==> src/rtl/alu_seq_pkg.sv <==
// alu_seq_pkg: shared types and constants for the ALU operation sequencer.
package alu_seq_pkg;
  typedef enum logic [1:0] {IDLE, ISSUE, FLAGS, RESP} seq_state_e;
  localparam logic [2:0] COND_AL = 3'd0;
  localparam logic [2:0] COND_EQ = 3'd1;
  localparam logic [2:0] COND_NE = 3'd2;
  localparam logic [2:0] COND_CS = 3'd3;
  localparam logic [2:0] COND_CC = 3'd4;
  localparam logic [2:0] COND_MI = 3'd5;
  localparam logic [2:0] COND_VS = 3'd6;
  localparam logic [2:0] COND_NV = 3'd7;
  localparam int FLAG_Z = 0;
  localparam int FLAG_C = 1;
  localparam int FLAG_N = 2;
  localparam int FLAG_O = 3;
  localparam logic [4:0] FUNSEL_ADD32 = 5'b10100;
  localparam logic [4:0] FUNSEL_LSL32 = 5'b11011;
  function automatic logic [4:0] eff_count(input logic [4:0] c);
    return c == 5'd0 ? 5'd1 : c;
  endfunction
endpackage

==> src/rtl/alu_op_sequencer_if.sv <==
// alu_op_sequencer_if: command, ALU and response signals of the sequencer.
interface alu_op_sequencer_if;
  logic        CmdValid;
  logic        CmdReady;
  logic [4:0]  CmdOp;
  logic [4:0]  CmdCount;
  logic        CmdSetFlags;
  logic [2:0]  CmdCond;
  logic [31:0] CmdA;
  logic [31:0] CmdB;
  logic [4:0]  FunSel;
  logic        WF;
  logic [31:0] AluA;
  logic [31:0] AluB;
  logic [31:0] AluResult;
  logic [3:0]  FlagsIn;
  logic        RspValid;
  logic        RspReady;
  logic [31:0] RspResult;
  logic [3:0]  RspFlags;
  logic        RspCondMet;
  modport master (
    input  CmdValid, CmdOp, CmdCount, CmdSetFlags, CmdCond, CmdA, CmdB,
    input  AluResult, FlagsIn, RspReady,
    output CmdReady, FunSel, WF, AluA, AluB,
    output RspValid, RspResult, RspFlags, RspCondMet
  );
  modport slave (
    output CmdValid, CmdOp, CmdCount, CmdSetFlags, CmdCond, CmdA, CmdB,
    output AluResult, FlagsIn, RspReady,
    input  CmdReady, FunSel, WF, AluA, AluB,
    input  RspValid, RspResult, RspFlags, RspCondMet
  );
endinterface

==> src/rtl/alu_cond_eval.sv <==
// alu_cond_eval: evaluates a 3-bit condition code against the Z/C/N/O flags.
module alu_cond_eval
  import alu_seq_pkg::*;
(
  input  logic [2:0] Cond,
  input  logic [3:0] Flags,
  output logic       CondMet
);
  always_comb begin
    CondMet = 1'b0;
    case (Cond)
      COND_AL: CondMet = 1'b1;
      COND_EQ: CondMet = Flags[FLAG_Z];
      COND_NE: CondMet = !Flags[FLAG_Z];
      COND_CS: CondMet = Flags[FLAG_C];
      COND_CC: CondMet = !Flags[FLAG_C];
      COND_MI: CondMet = Flags[FLAG_N];
      COND_VS: CondMet = Flags[FLAG_O];
      COND_NV: CondMet = 1'b0;
      default: CondMet = 1'b0;
    endcase
  end
endmodule

==> src/rtl/alu_op_sequencer.sv <==
// alu_op_sequencer: issues one ALU operation per command, repeating it with the
// result fed back into A, then returns result, registered flags and condition.
module alu_op_sequencer
  import alu_seq_pkg::*;
(
  input  logic Clock,
  input  logic Reset,
  alu_op_sequencer_if.master bus
);
  seq_state_e  state, state_nx;
  logic [4:0]  op, cnt;
  logic [2:0]  cond;
  logic [31:0] a, b, acc;
  logic [3:0]  flags;
  logic        set_flags, first, accept, issuing, rsp, cond_met;
  assign accept  = bus.CmdValid && bus.CmdReady;
  assign issuing = state == ISSUE;
  assign rsp     = state == RESP;
  always_comb begin
    state_nx = state;
    case (state)
      IDLE:    state_nx = accept ? ISSUE : IDLE;
      ISSUE:   state_nx = cnt == 5'd1 ? FLAGS : ISSUE;
      FLAGS:   state_nx = RESP;
      RESP:    state_nx = bus.RspReady ? IDLE : RESP;
      default: state_nx = IDLE;
    endcase
  end
  // Flags are sampled in FLAGS because the ALU clears them once WF drops.
  always_ff @(posedge Clock) begin
    if (!Reset) begin
      state     <= IDLE;
      op        <= '0;
      cnt       <= '0;
      cond      <= '0;
      a         <= '0;
      b         <= '0;
      acc       <= '0;
      flags     <= '0;
      set_flags <= 1'b0;
      first     <= 1'b0;
    end else begin
      state <= state_nx;
      if (accept) begin
        op        <= bus.CmdOp;
        cnt       <= eff_count(bus.CmdCount);
        set_flags <= bus.CmdSetFlags;
        cond      <= bus.CmdCond;
        a         <= bus.CmdA;
        b         <= bus.CmdB;
        first     <= 1'b1;
      end
      if (issuing) begin
        acc   <= bus.AluResult;
        cnt   <= cnt - 5'd1;
        first <= 1'b0;
      end
      if (state == FLAGS && set_flags) flags <= bus.FlagsIn;
    end
  end
  alu_cond_eval u_cond (.Cond(cond), .Flags(flags), .CondMet(cond_met));
  assign bus.CmdReady   = Reset && state == IDLE;
  assign bus.FunSel     = issuing ? op : '0;
  assign bus.WF         = issuing && set_flags;
  assign bus.AluA       = issuing ? (first ? a : acc) : '0;
  assign bus.AluB       = issuing ? b : '0;
  assign bus.RspValid   = rsp;
  assign bus.RspResult  = rsp ? acc : '0;
  assign bus.RspFlags   = rsp ? flags : '0;
  assign bus.RspCondMet = rsp && cond_met;
endmodule
==> src/flat_wrapper.sv <==
// flat-port wrapper written by rule: the top's interface ports become plain ports
module alu_op_sequencer_flat import alu_seq_pkg::*;
  (Clock, Reset, bus_CmdValid, bus_CmdOp, bus_CmdCount, bus_CmdSetFlags, bus_CmdCond, bus_CmdA, bus_CmdB, bus_AluResult, bus_FlagsIn, bus_RspReady, bus_CmdReady, bus_FunSel, bus_WF, bus_AluA, bus_AluB, bus_RspValid, bus_RspResult, bus_RspFlags, bus_RspCondMet);
  alu_op_sequencer_if bus_i ();
  input  logic Clock;
  input  logic Reset;
  input wire logic [$bits(bus_i.CmdValid)-1:0] bus_CmdValid;
  input wire logic [$bits(bus_i.CmdOp)-1:0] bus_CmdOp;
  input wire logic [$bits(bus_i.CmdCount)-1:0] bus_CmdCount;
  input wire logic [$bits(bus_i.CmdSetFlags)-1:0] bus_CmdSetFlags;
  input wire logic [$bits(bus_i.CmdCond)-1:0] bus_CmdCond;
  input wire logic [$bits(bus_i.CmdA)-1:0] bus_CmdA;
  input wire logic [$bits(bus_i.CmdB)-1:0] bus_CmdB;
  input wire logic [$bits(bus_i.AluResult)-1:0] bus_AluResult;
  input wire logic [$bits(bus_i.FlagsIn)-1:0] bus_FlagsIn;
  input wire logic [$bits(bus_i.RspReady)-1:0] bus_RspReady;
  output wire logic [$bits(bus_i.CmdReady)-1:0] bus_CmdReady;
  output wire logic [$bits(bus_i.FunSel)-1:0] bus_FunSel;
  output wire logic [$bits(bus_i.WF)-1:0] bus_WF;
  output wire logic [$bits(bus_i.AluA)-1:0] bus_AluA;
  output wire logic [$bits(bus_i.AluB)-1:0] bus_AluB;
  output wire logic [$bits(bus_i.RspValid)-1:0] bus_RspValid;
  output wire logic [$bits(bus_i.RspResult)-1:0] bus_RspResult;
  output wire logic [$bits(bus_i.RspFlags)-1:0] bus_RspFlags;
  output wire logic [$bits(bus_i.RspCondMet)-1:0] bus_RspCondMet;
  assign bus_i.CmdValid = bus_CmdValid;
  assign bus_i.CmdOp = bus_CmdOp;
  assign bus_i.CmdCount = bus_CmdCount;
  assign bus_i.CmdSetFlags = bus_CmdSetFlags;
  assign bus_i.CmdCond = bus_CmdCond;
  assign bus_i.CmdA = bus_CmdA;
  assign bus_i.CmdB = bus_CmdB;
  assign bus_i.AluResult = bus_AluResult;
  assign bus_i.FlagsIn = bus_FlagsIn;
  assign bus_i.RspReady = bus_RspReady;
  assign bus_CmdReady = bus_i.CmdReady;
  assign bus_FunSel = bus_i.FunSel;
  assign bus_WF = bus_i.WF;
  assign bus_AluA = bus_i.AluA;
  assign bus_AluB = bus_i.AluB;
  assign bus_RspValid = bus_i.RspValid;
  assign bus_RspResult = bus_i.RspResult;
  assign bus_RspFlags = bus_i.RspFlags;
  assign bus_RspCondMet = bus_i.RspCondMet;
  alu_op_sequencer u_core (.Clock(Clock), .Reset(Reset), .bus(bus_i));
endmodule
==> config.mk <==
export PLATFORM = sky130hd
export DESIGN_NAME = alu_op_sequencer_flat
export DESIGN_NICKNAME = d
export VERILOG_FILES = /design/src/rtl/alu_seq_pkg.sv /design/src/rtl/alu_op_sequencer_if.sv /design/src/rtl/alu_cond_eval.sv /design/src/rtl/alu_op_sequencer.sv /design/src/flat_wrapper.sv
export SDC_FILE = /design/constraint.sdc
export NUM_CORES = 1
export LEC_CHECK = 0
export CAP_MARGIN = 20
export CORE_ASPECT_RATIO = 1.75
export CORE_MARGIN = 5
export CORE_UTILIZATION = 46
export DETAILED_ROUTE_END_ITERATION = 12
export PLACE_DENSITY = 0.86
export SETUP_SLACK_MARGIN = 0.2
export SLEW_MARGIN = 10
export SYNTH_ARGS = -nofsm -noshare
export SYNTH_HDL_FRONTEND = slang
export SYNTH_SLANG_ARGS = --single-unit
==> constraint.sdc <==
create_clock -name Clock -period 4.18 [get_ports Clock]
set_clock_uncertainty 0.15 [all_clocks]
set_input_delay 0.418 -clock Clock [delete_from_list [all_inputs] [get_ports Clock]]
set_output_delay 0.418 -clock Clock [all_outputs]
set_load 0.02 [all_outputs]
==> results.yml <==
status:
  status: "finished, final reports clean"
clock_network:
  cts-hold-fix-buffers: 0
  htreeDepth: 4
  clk_pin_slew_ns: 0.05
  postCtsSetupBuffers: 0
  clock-sinks: 117
  numCtsBuffers: 17
  clk_latency_ns: 0.40
  clk_path_buf_depth: 2
  cts_tree: "yes"
  clock-root-buffer: "clkbuf_16"
  cts_resized: 0
route:
  remaining_drc_errors: 0
  antenna_left: 0
  wl_per_cell_um: 16.70
  vias: 5355
  drtIter0Drc: 227
  drt-vias-per-instance: 5.169
  drt_wl_total_mm: 17.30
  dr.pass1.iters: 5
placed_design:
  place.gp.congestion: 0.9370
  portBuffers: 226
  dp_hpwl_mm: 11.88
worst_setup_path:
  cp-start-kind: "register"
  max_stage_delay_ns: 0.77
  crit_fanout: 64
  required_ns: 3.61
  crit_chain: "nand2b_2 > buf_4 > nor2_1 > clkdlybuf4s50_1"
  r2r_slack_ns: 1.94
  slowest_stage: "dfxtp_1"
  worstSetupPathType: "reg -> out"
  crit_path_end_kind: "output pin"
  arrival_ns: 2.76
power:
  power_leakage_uw: 0.003451
  p_total_uw: 3252
  worst_ir_drop_vdd_mv: 0.3559
  power_density_mw_per_mm2: 400.5
die:
  die_area_sq_mm: 0.01389
  start_util_pct: 46.42
  core.rowCount: 52
  die_h_um: 152.2
  core_area_sq_mm: 0.01145
  ios: 227
  dieWidth_um: 91.26
synthesis:
  synth_cell_type_count: 38
  netlist_top_cells_area: "dfxtp_1 (44%), nand2_1 (15%), nand3_1 (7.2%), mux2i_1 (7.0%), and2_1 (4.6%)"
  synthCells: 693
  syn_avg_cell_area_sq_um: 7.670
  yosysTopAreaCellShare_pct: 44.07
  netlist_area_sq_mm: 0.005315
  synth_top_area_cell: "dfxtp_1"
  syn_nets: 813
  yosysSeqAreaShare_pct: 44.07
  synth_seq_cells: 117
  synth_warnings: 0
timing:
  finalSetupViolCount: 0
  report.final.slew_viol_count: 0
  final_hold_viol_count: 0
  rsz0062_at_grt: "false"
  finalCritPeriodShare_pct: 79.51
  post-route-min-period_ns: 3.324
  slew-limit-headroom_pct: 28.10
  worstMarginPinSlew_ns: 1.079
  tns_ns: 0
  fmax_mhz: 300.9
job:
  drv_cap: 0
final_layout:
  final_cell_mix: "clkdlybuf4s50_1 (225), nand2_1 (215), dfxtp_1 (116)"
  drive_gt1_share_pct: 5.228
  nNetsFinal: 1006
  final_common_cell: "clkdlybuf4s50_1"
  area_delta_synth_final_pct: 52.80
grt:
  grt_pass1_wl_mm: 26.88
  antenna_found_initial: 2
  grt_usage_pct: 24.11
  grt_max_degree: 65
  overflow: 0
  grt_pass1_vias: 5254
worst_hold_path:
  hp-class: "reg -> reg"
[kinds of logic (layout without fill, tap and decap cells)]
logic type               count (synthesis)  after routing  synth area share [%]
AND/OR/NAND/NOR                        428            428                 37.10
AO/OA/AOI/OAI                           44             44                 4.708
flip-flops                             117            117                 44.07
buffers and inverters                   64            270                 6.521
multiplexers                            37             37                 6.968
adder cells (fa/ha/maj)                  2              2                0.4707
other                                    0              2                     0
XOR/XNOR                                 1              1                0.1648
[layer usage]
metal	part of all wire, %	global-route usage [%]
met5	0	0
met4	4.3	14.13
met3	6.8	7.609
met2	54	42.46
met1	35	24.42
[flip-flops by register name, indices dropped and copies added (netlist names)]
name,count
u_core.a,32
u_core.acc,32
u_core.b,32
u_core.cnt,5
u_core.op,5
u_core.flags,4
u_core.cond,3
u_core.state,2
u_core.first,1
u_core.set_flags,1
[synth_stat cells]
library cell	count
mux2i_1	37
nand3_1	76
buf_6	8
nor2b_1	1
nand4_1	2
xnor2_1	1
inv_1	2
nor3_1	6
or2_2	1
buf_2	23
clkbuf_2	2
dfxtp_1	117
o31a_1	1
nand2_1	215
ha_1	2
o311ai_0	1
and4b_1	1
a2111oi_2	1
a21boi_0	1
a31oi_1	1
and4bb_1	1
nor4b_1	1
clkinv_1	1
a211oi_1	2
nor2_1	38
and3_1	37
nor3b_1	2
nor4bb_1	1
nor4_1	1
buf_4	4
a21oi_1	36
nand2b_1	1
nor2b_2	1
and2_1	39
nand4bb_1	1
clkbuf_1	24
nand3b_1	3
a2bb2oi_1	1
[metrics by stage]
stage                     util [%]  cells  hold slack [ns]  worst slack [ns]  instance area (sq um)
final                        70.92   1036           0.2967            0.8563                   8122
after global routing         70.92   1036           0.3163            0.6784                   8122
after CTS                    70.88   1034           0.2996            0.8394                   8117
after detailed placement     65.63   1002           0.2910             1.291                   7515
after global placement       65.63   1002           0.2862             1.346                   7515
after floorplan                  -    693           0.2795             2.213                   5315
[path summary, 6_finish.rpt]
check	startpoint	endpoint	cells past startpoint
max	u_core.state[1]	bus_AluA[0]	4
min	u_core.b[26]	u_core.b[26]	2
max reg2reg	u_core.state[1]	u_core.b[8]	4
min reg2reg	u_core.b[26]	u_core.b[26]	2
[worst max-delay path: cells and delay by family, from the launching register on]
kind,cells,cell delay [ns]
buffers and inverters,2,1.12
AND/OR/NAND/NOR,2,0.43
flip-flops,1,0.77
[power by group]
part / switching, uW / total (uW) / internal [uW]
Combinational: 258 / 509 / 251
Sequential: 69.3 / 1280 / 1210
Clock: 488 / 1470 / 977
[layout make-up]
| type | instances | area, sq um |
|---|---|---|
| fillers | 905 | 3329 |
| multi-input cells | 512 | 2654 |
| diodes | 2 | 5.005 |
| flip-flops and latches | 117 | 2344 |
| well taps | 135 | 168.9 |
| clock inverters | 10 | 127.6 |
| inverters | 3 | 11.26 |
| clock buffers | 22 | 474.2 |
| repair buffers | 235 | 2337 |
Power figures use the tool's default switching activity.
